[src/rtl/cmd_pkg.sv]
// Shared definitions for the command dispatcher: one-hot state encoding,
// error codes and a small popcount helper.
package cmd_pkg;

    localparam int S_IDLE         = 0;
    localparam int S_GET_CC       = 1;
    localparam int S_GET_CDC      = 2;
    localparam int S_START        = 3;
    localparam int S_PAUSE        = 4;
    localparam int S_TEST_RUNNING = 5;
    localparam int S_ILLEGAL      = 6;
    localparam int S_ERROR        = 7;
    localparam int S_WAIT_DONE    = 8;
    localparam int S_DRAIN        = 9;
    localparam int S_DONE         = 10;
    localparam int N_STATES       = 11;

    typedef enum logic [N_STATES-1:0] {
        ST_IDLE         = 11'h001,
        ST_GET_CC       = 11'h002,
        ST_GET_CDC      = 11'h004,
        ST_START        = 11'h008,
        ST_PAUSE        = 11'h010,
        ST_TEST_RUNNING = 11'h020,
        ST_ILLEGAL      = 11'h040,
        ST_ERROR        = 11'h080,
        ST_WAIT_DONE    = 11'h100,
        ST_DRAIN        = 11'h200,
        ST_DONE         = 11'h400
    } state_e;

    localparam logic [2:0] ERR_NONE       = 3'd0;
    localparam logic [2:0] ERR_ILLEGAL_CC = 3'd1;
    localparam logic [2:0] ERR_TIMEOUT    = 3'd2;
    localparam logic [2:0] ERR_SHORT      = 3'd3;
    localparam logic [2:0] ERR_MULTI      = 3'd4;
    localparam logic [2:0] ERR_COUNT      = 3'd5;

    // Callers zero-extend; supports up to 64 handlers.
    function automatic logic [6:0] popcount(input logic [63:0] v);
        logic [6:0] c;
        c = '0;
        for (int i = 0; i < 64; i++) c = c + 7'(v[i]);
        return c;
    endfunction

endpackage

[src/rtl/cmd_timeout_timer.sv]
// WAIT_DONE watchdog: counts enabled cycles since the last clear and flags
// the final permitted cycle. TIMEOUT_CYC of 0 disables it.
module cmd_timeout_timer #(
    parameter int TO_W        = 16,
    parameter int TIMEOUT_CYC = 65535
) (
    input  logic clk,
    input  logic reset_n,
    input  logic clear,
    input  logic enable,
    output logic expired
);

    localparam logic [TO_W-1:0] LAST = (TIMEOUT_CYC == 0) ? '0 : TO_W'(TIMEOUT_CYC - 1);

    logic [TO_W-1:0] cnt_q, cnt_d;

    // Asserted in the TIMEOUT_CYC-th enabled cycle, so the owner spends exactly
    // TIMEOUT_CYC cycles waiting before it acts on the timeout.
    assign expired = (TIMEOUT_CYC != 0) && enable && (cnt_q == LAST);

    always_comb begin
        cnt_d = cnt_q;
        if (clear)                 cnt_d = '0;
        else if (enable && !expired && (TIMEOUT_CYC != 0)) cnt_d = cnt_q + TO_W'(1);
    end

    always_ff @(posedge clk or negedge reset_n) begin
        if (!reset_n) cnt_q <= '0;
        else          cnt_q <= cnt_d;
    end

endmodule

[src/rtl/cmd_dispatch_sm.sv]
// Command-packet front end: parses CSN/CC/CDC from the rx stream, hands the
// command to exactly one claiming handler, forwards payload and reports errors.
module cmd_dispatch_sm
    import cmd_pkg::*;
#(
    parameter int DATA_W      = 32,
    parameter int N_HANDLERS  = 8,
    parameter int TIMEOUT_CYC = 65535,
    parameter int TO_W        = 16
) (
    input  logic                  clk,
    input  logic                  reset_n,
    input  logic                  rx_tvalid,
    input  logic [DATA_W-1:0]     rx_tdata,
    input  logic                  rx_tlast,
    output logic                  rx_tready,
    input  logic                  hdl_rx_tready,
    output logic [DATA_W-1:0]     csn,
    output logic [DATA_W-1:0]     cmd_code,
    output logic [DATA_W-1:0]     cmd_count,
    output logic                  run_cmd_sm,
    input  logic [N_HANDLERS-1:0] cmd_sm_running,
    input  logic [N_HANDLERS-1:0] cmd_sm_done,
    output logic                  cmd_done,
    output logic                  err_valid,
    output logic [2:0]            err_code,
    output logic                  busy
);

    state_e            state_q, state_d;
    logic [DATA_W-1:0] csn_q, csn_d, cmd_code_q, cmd_code_d;
    logic [DATA_W-1:0] cmd_count_q, cmd_count_d, pl_cnt_q, pl_cnt_d;
    logic              frame_end_q, frame_end_d;
    logic              err_valid_q, err_valid_d;
    logic [2:0]        err_code_q, err_code_d;
    logic              xfer, to_expired, any_done;
    logic [6:0]        n_claim;

    cmd_timeout_timer #(.TO_W(TO_W), .TIMEOUT_CYC(TIMEOUT_CYC)) u_timer (
        .clk     (clk),
        .reset_n (reset_n),
        .clear   (state_q[S_TEST_RUNNING]),
        .enable  (state_q[S_WAIT_DONE]),
        .expired (to_expired)
    );

    assign n_claim  = popcount(64'(cmd_sm_running));
    assign any_done = |cmd_sm_done;
    assign xfer     = rx_tvalid & rx_tready;

    always_comb begin
        rx_tready = state_q[S_IDLE] | state_q[S_GET_CC] | state_q[S_GET_CDC] | state_q[S_DRAIN]
                  | (state_q[S_WAIT_DONE] & hdl_rx_tready & ~frame_end_q);
    end

    always_comb begin
        state_d     = state_q;
        csn_d       = csn_q;
        cmd_code_d  = cmd_code_q;
        cmd_count_d = cmd_count_q;
        pl_cnt_d    = pl_cnt_q;
        frame_end_d = frame_end_q;
        err_valid_d = 1'b0;
        err_code_d  = err_code_q;
        unique case (1'b1)
            state_q[S_IDLE]: if (xfer) begin
                if (rx_tlast) begin
                    err_valid_d = 1'b1;
                    err_code_d  = ERR_SHORT;
                end else begin
                    csn_d   = rx_tdata;
                    state_d = ST_GET_CC;
                end
            end
            state_q[S_GET_CC]: if (xfer) begin
                if (rx_tlast) begin
                    err_valid_d = 1'b1;
                    err_code_d  = ERR_SHORT;
                    state_d     = ST_DONE;
                end else begin
                    cmd_code_d = rx_tdata;
                    state_d    = ST_GET_CDC;
                end
            end
            state_q[S_GET_CDC]: if (xfer) begin
                cmd_count_d = rx_tdata;
                frame_end_d = rx_tlast;
                if (rx_tlast && rx_tdata != '0) begin
                    err_valid_d = 1'b1;
                    err_code_d  = ERR_SHORT;
                    state_d     = ST_DONE;
                end else begin
                    state_d = ST_START;
                end
            end
            state_q[S_START]: state_d = ST_PAUSE;
            state_q[S_PAUSE]: state_d = ST_TEST_RUNNING;
            state_q[S_TEST_RUNNING]: begin
                pl_cnt_d = '0;
                if (n_claim == 7'd0)      state_d = ST_ILLEGAL;
                else if (n_claim == 7'd1) state_d = ST_WAIT_DONE;
                else begin
                    err_valid_d = 1'b1;
                    err_code_d  = ERR_MULTI;
                    state_d     = ST_ERROR;
                end
            end
            state_q[S_ILLEGAL]: begin
                err_valid_d = 1'b1;
                err_code_d  = ERR_ILLEGAL_CC;
                state_d     = frame_end_q ? ST_DONE : ST_DRAIN;
            end
            state_q[S_ERROR]: state_d = frame_end_q ? ST_DONE : ST_DRAIN;
            state_q[S_WAIT_DONE]: begin
                if (xfer) begin
                    if (pl_cnt_q != '1) pl_cnt_d = pl_cnt_q + DATA_W'(1);
                    if (rx_tlast)       frame_end_d = 1'b1;
                end
                // A word accepted alongside done still belongs to this command.
                if (any_done) begin
                    if (pl_cnt_d != cmd_count_q) begin
                        err_valid_d = 1'b1;
                        err_code_d  = ERR_COUNT;
                    end
                    state_d = frame_end_d ? ST_DONE : ST_DRAIN;
                end else if (to_expired) begin
                    err_valid_d = 1'b1;
                    err_code_d  = ERR_TIMEOUT;
                    state_d     = ST_ERROR;
                end
            end
            state_q[S_DRAIN]: if (xfer && rx_tlast) state_d = ST_DONE;
            state_q[S_DONE]:  state_d = ST_IDLE;
            default:          state_d = ST_IDLE;
        endcase
    end

    always_ff @(posedge clk or negedge reset_n) begin
        if (!reset_n) begin
            state_q     <= ST_IDLE;
            csn_q       <= '0;
            cmd_code_q  <= '0;
            cmd_count_q <= '0;
            pl_cnt_q    <= '0;
            frame_end_q <= 1'b0;
            err_valid_q <= 1'b0;
            err_code_q  <= ERR_NONE;
        end else begin
            state_q     <= state_d;
            csn_q       <= csn_d;
            cmd_code_q  <= cmd_code_d;
            cmd_count_q <= cmd_count_d;
            pl_cnt_q    <= pl_cnt_d;
            frame_end_q <= frame_end_d;
            err_valid_q <= err_valid_d;
            err_code_q  <= err_code_d;
        end
    end

    assign csn        = csn_q;
    assign cmd_code   = cmd_code_q;
    assign cmd_count  = cmd_count_q;
    assign err_valid  = err_valid_q;
    assign err_code   = err_code_q;
    assign run_cmd_sm = state_q[S_START] | state_q[S_PAUSE] | state_q[S_TEST_RUNNING]
                      | state_q[S_WAIT_DONE];
    assign cmd_done   = state_q[S_DONE];
    assign busy       = ~state_q[S_IDLE];

endmodule

[config.mk]
export PLATFORM = sky130hd
export DESIGN_NAME = cmd_dispatch_sm
export DESIGN_NICKNAME = d
export VERILOG_FILES = /design/src/rtl/cmd_pkg.sv /design/src/rtl/cmd_timeout_timer.sv /design/src/rtl/cmd_dispatch_sm.sv
export SDC_FILE = /design/constraint.sdc
export NUM_CORES = 1
export LEC_CHECK = 0
export CORE_ASPECT_RATIO = 0.6
export CORE_MARGIN = 2
export CORE_UTILIZATION = 48
export DETAILED_ROUTE_END_ITERATION = 6
export PLACE_DENSITY = 0.77
export SETUP_SLACK_MARGIN = 0.15
export SLEW_MARGIN = 20
export SYNTH_ARGS = -nofsm -noshare
export SYNTH_HDL_FRONTEND = slang
export SYNTH_SLANG_ARGS = --single-unit
export TNS_END_PERCENT = 100
[constraint.sdc]
create_clock -name clk -period 3.3 [get_ports clk]
set_input_delay 0.66 -clock clk [delete_from_list [all_inputs] [get_ports clk]]
set_output_delay 0.66 -clock clk [all_outputs]
set_load 0.005 [all_outputs]
==> run summary <==
status = complete, but fails checks
failing checks = setup timing
area share of the largest cell type after synthesis = 0.471
RSZ-0062 raised after global routing = true
delay-heaviest family, CP = adder cells
Setup WS post-layout = -0.409 ns
Yosys cell types = 68
crit share post-route = 1.12
core area = 17200 um2
reg-to-reg setup timing slack = -0.38 ns
Post-DP HPWL = 19.2 mm
Bufs and invs on worst path = 5
final net count = 1148
Final min period = 3.71 ns
gr usage total = 0.298
layout cells sized above 1 = 0.300
Fin Setup TNS = -1.54 ns
height of the die = 107 um
clock insertion delay at the later pin of the skew report = 0.43 ns
synthesized area = 8450 um2
first-pass GRT wire length = 42.8 mm
Initial Util = 0.492
Worst-path clk slew = 0.07 ns
CTS max path bufs = 2
Gate Count Post-Synth = 808
Mean Syn Cell Area = 10.5 um2
FFs w/ async S/R, synth = 1.00
global placer's final weighted congestion = 0.974
grt ovf = 0
leading area contributor after synthesis = dfrtp_1
cts hold-fix bufs = 0
Hold Slack = 0.0952 ns
Crit. Startpoint = cmd_sm_running[3]
Die W = 175 um
initial antenna violation count = 0
hold crit path type = in2async
Final ANT Viol Nets = 0
P per Cell Area = 831 nW/um2
largest net degree at the start of global routing = 93
dominant synthesized flop cell = dfrtp_1
Final setup viols = 6
Port Buffers = 156
EDFF count, synth = 0
Crit Path Class = in2reg
Max Cap Viol = 0
Synth-to-Final Area Change = 42.7%
total die area = 18700 um2
Peak VDD IR = 0.487 mV
Sink Count = 160
Pleak = 0.00520 uW
drt pass-1 iters = 7
worst r2r src = pl_cnt_q[1]
P_sw = 3410 uW
Least-Margin Pin Slew = 0.542 ns
Warnings, synthesis = 0
post-synthesis sequential area ratio = 0.474
clk root buf = clkbuf_16
DRC violations left = 0
via/cell ratio = 5.79
CTS tree = built
TritonCTS Buffers = 17
top post-synthesis cells by area = dfrtp_1, mux2_2, xnor2_1
I/O pin cnt = 157
CP most frequent cell = fa_1
clk_skew = 0.0152 ns
Ant. Diodes = 0
Slowest cell on crit path = fa_1
number of global-route vias before repair = 7723
Max Slew Vio Count = 0
Net Sw Frac = 0.340
sequential share of power = 0.347
drt wl/cell = 20.2 um
Combinational Power Share = 0.454
routed via count = 7697
Max Freq = 270 MHz
Mapped Nets = 871
crit path launch type = primary input
Final Hold Fails = 0
Filler cells = 1271
internal cell power = 6610 uW
Max FO, Critical Path = 4
final WL = 26.8 mm
slowest stage delay, CP = 0.55 ns
Rows = 37
Critical Path AT = 4.03 ns
Critical Path RT = 3.62 ns
Power, Total = 10000 uW
FF+latch count, synth = 160
post-route cell area = 12100 um2
H-tree Lvls = 4
Critical Path Sink Type = register
area post-placement = 11200 um2
relative slew slack = 0.639
Cell Chain, Critical Path = buf_8 -> inv_8 -> fa_1 -> fa_1 -> fa_1 -> inv_2 -> ha_4 -> inv_2 -> fa_2 -> nor2_2 -> nand3_2 -> a21boi_4 -> and2_4 -> a41oi_2 -> nand4_1 -> buf_4 -> mux2i_1 -> a21oi_1
drt first-iter violations = 647
Clock power frac = 0.199
power by group through the flow:
stage,logic (uW),registers (uW),clock network [uW]
after floorplan,1840,3360,0
after global placement,4260,3400,0
after detailed placement,4340,3430,0
after CTS,4450,3440,2020
after global routing,4890,3570,2110
final,4550,3470,2000
final timing paths:
path | to | depth (start not counted)
max in group asynchronous | pl_cnt_q[12] | 2
min in group clk | state_q[5] | 0
min reg2reg | state_q[5] | 0
min | state_q[10] | 1
max | err_code[0] | 18
max reg2reg | err_code[1] | 11
cell usage in the layout, fill, tap and decap left out, drive strengths merged, types with 5 or more instances in the layout:
cell / n
o21ai: 44
a211oi: 8
nor2b: 9
and3: 12
xnor2: 34
mux2: 96
clkbuf: 17
dfrtp: 159
and2: 7
inv: 34
buf: 150
nor3: 13
nand3: 26
nand2: 71
nor2: 50
clkinvlp: 5
ha: 6
a31oi: 5
nand2b: 8
nand4: 27
or4: 10
o22ai: 8
or3: 7
and4: 8
a21oi: 17
clkdlybuf4s50: 150
nor4: 17
xor2: 26
flip-flops by register name, indices dropped and copies added (netlist names):
register	cells
cmd_code	32
cmd_count	32
csn	32
pl_cnt_q	32
u_timer.cnt_q	16
state_q	11
err_code	3
err_valid	1
frame_end_q	1
worst reg2reg max path, stage by stage (launching register included):
cell,delay [ns]
dfrtp_1,0.42
ha_4,0.18
and4_4,0.24
and4_4,0.23
a211oi_4,0.09
buf_6,0.14
and3_4,0.16
or4_4,0.48
or4_4,0.55
or4_4,0.51
or4_4,0.43
a31oi_1,0.16
cell families (layout without fill, tap and decap cells):
logic type / Yosys count / in the layout / synth area share
compound gates: 126 / 126 / 0.0987
buf+inv: 72 / 360 / 0.0346
flops: 160 / 160 / 0.474
fa+ha+maj: 10 / 10 / 0.0184
simple gates: 278 / 278 / 0.174
mux: 100 / 100 / 0.133
xor+xnor: 62 / 62 / 0.0676
cell usage after synthesis (all sizes together) (5+ instances only):
cell type,number
nand2b,8
a21oi,17
inv,28
mux2,96
and3,12
or3,7
and4,8
nor2,50
a211oi,8
o21ai,44
nand3,26
buf,24
xnor2,34
o22ai,8
a31oi,5
nand2,71
or4,10
nand4,27
xor2,26
and2,7
nor3,13
clkbuf,20
nor2b,9
ha,6
dfrtp,159
nor4,17
area by class of cell:
cell class	count	area, um2	area share
multi-input cells	576	4370	0.362
flip-flops and latches	160	4010	0.332
repair buffers	302	2700	0.224
clock buffers	17	425	0.0353
well taps	234	293	0.0243
clock inverters	13	153	0.0127
inverters	28	113	0.00934
layer usage:
| metal | wire [um] | up-vias | track usage |
|---|---|---|---|
| met4 | 395 | 0 | 0.0696 |
| met1 | 12200 | 3824 | 0.423 |
| met5 | 0 | - | 0 |
| met3 | 2820 | 38 | 0.0975 |
| li1 | - | 3457 | - |
| met2 | 11400 | 378 | 0.442 |
stage by stage:
| step | util | cells | setup WS, ns |
|---|---|---|---|
| finish | 0.702 | 1330 | -0.409 |
| global route | 0.702 | 1330 | -0.518 |
| CTS | 0.693 | 1324 | -0.351 |
| detailed placement | 0.652 | 1289 | -1.31 |
| global placement | 0.652 | 1289 | -1.24 |
| floorplan | - | 808 | -0.510 |
repair_timing:
item | CTS | global route
pin swaps | 19 | 9
endpoints found under the setup margin | 7 | 7
setup buffers | 5 | 6
gates resized for setup | 36 | 22
No activity file was read; power rests on OpenSTA's default activity.
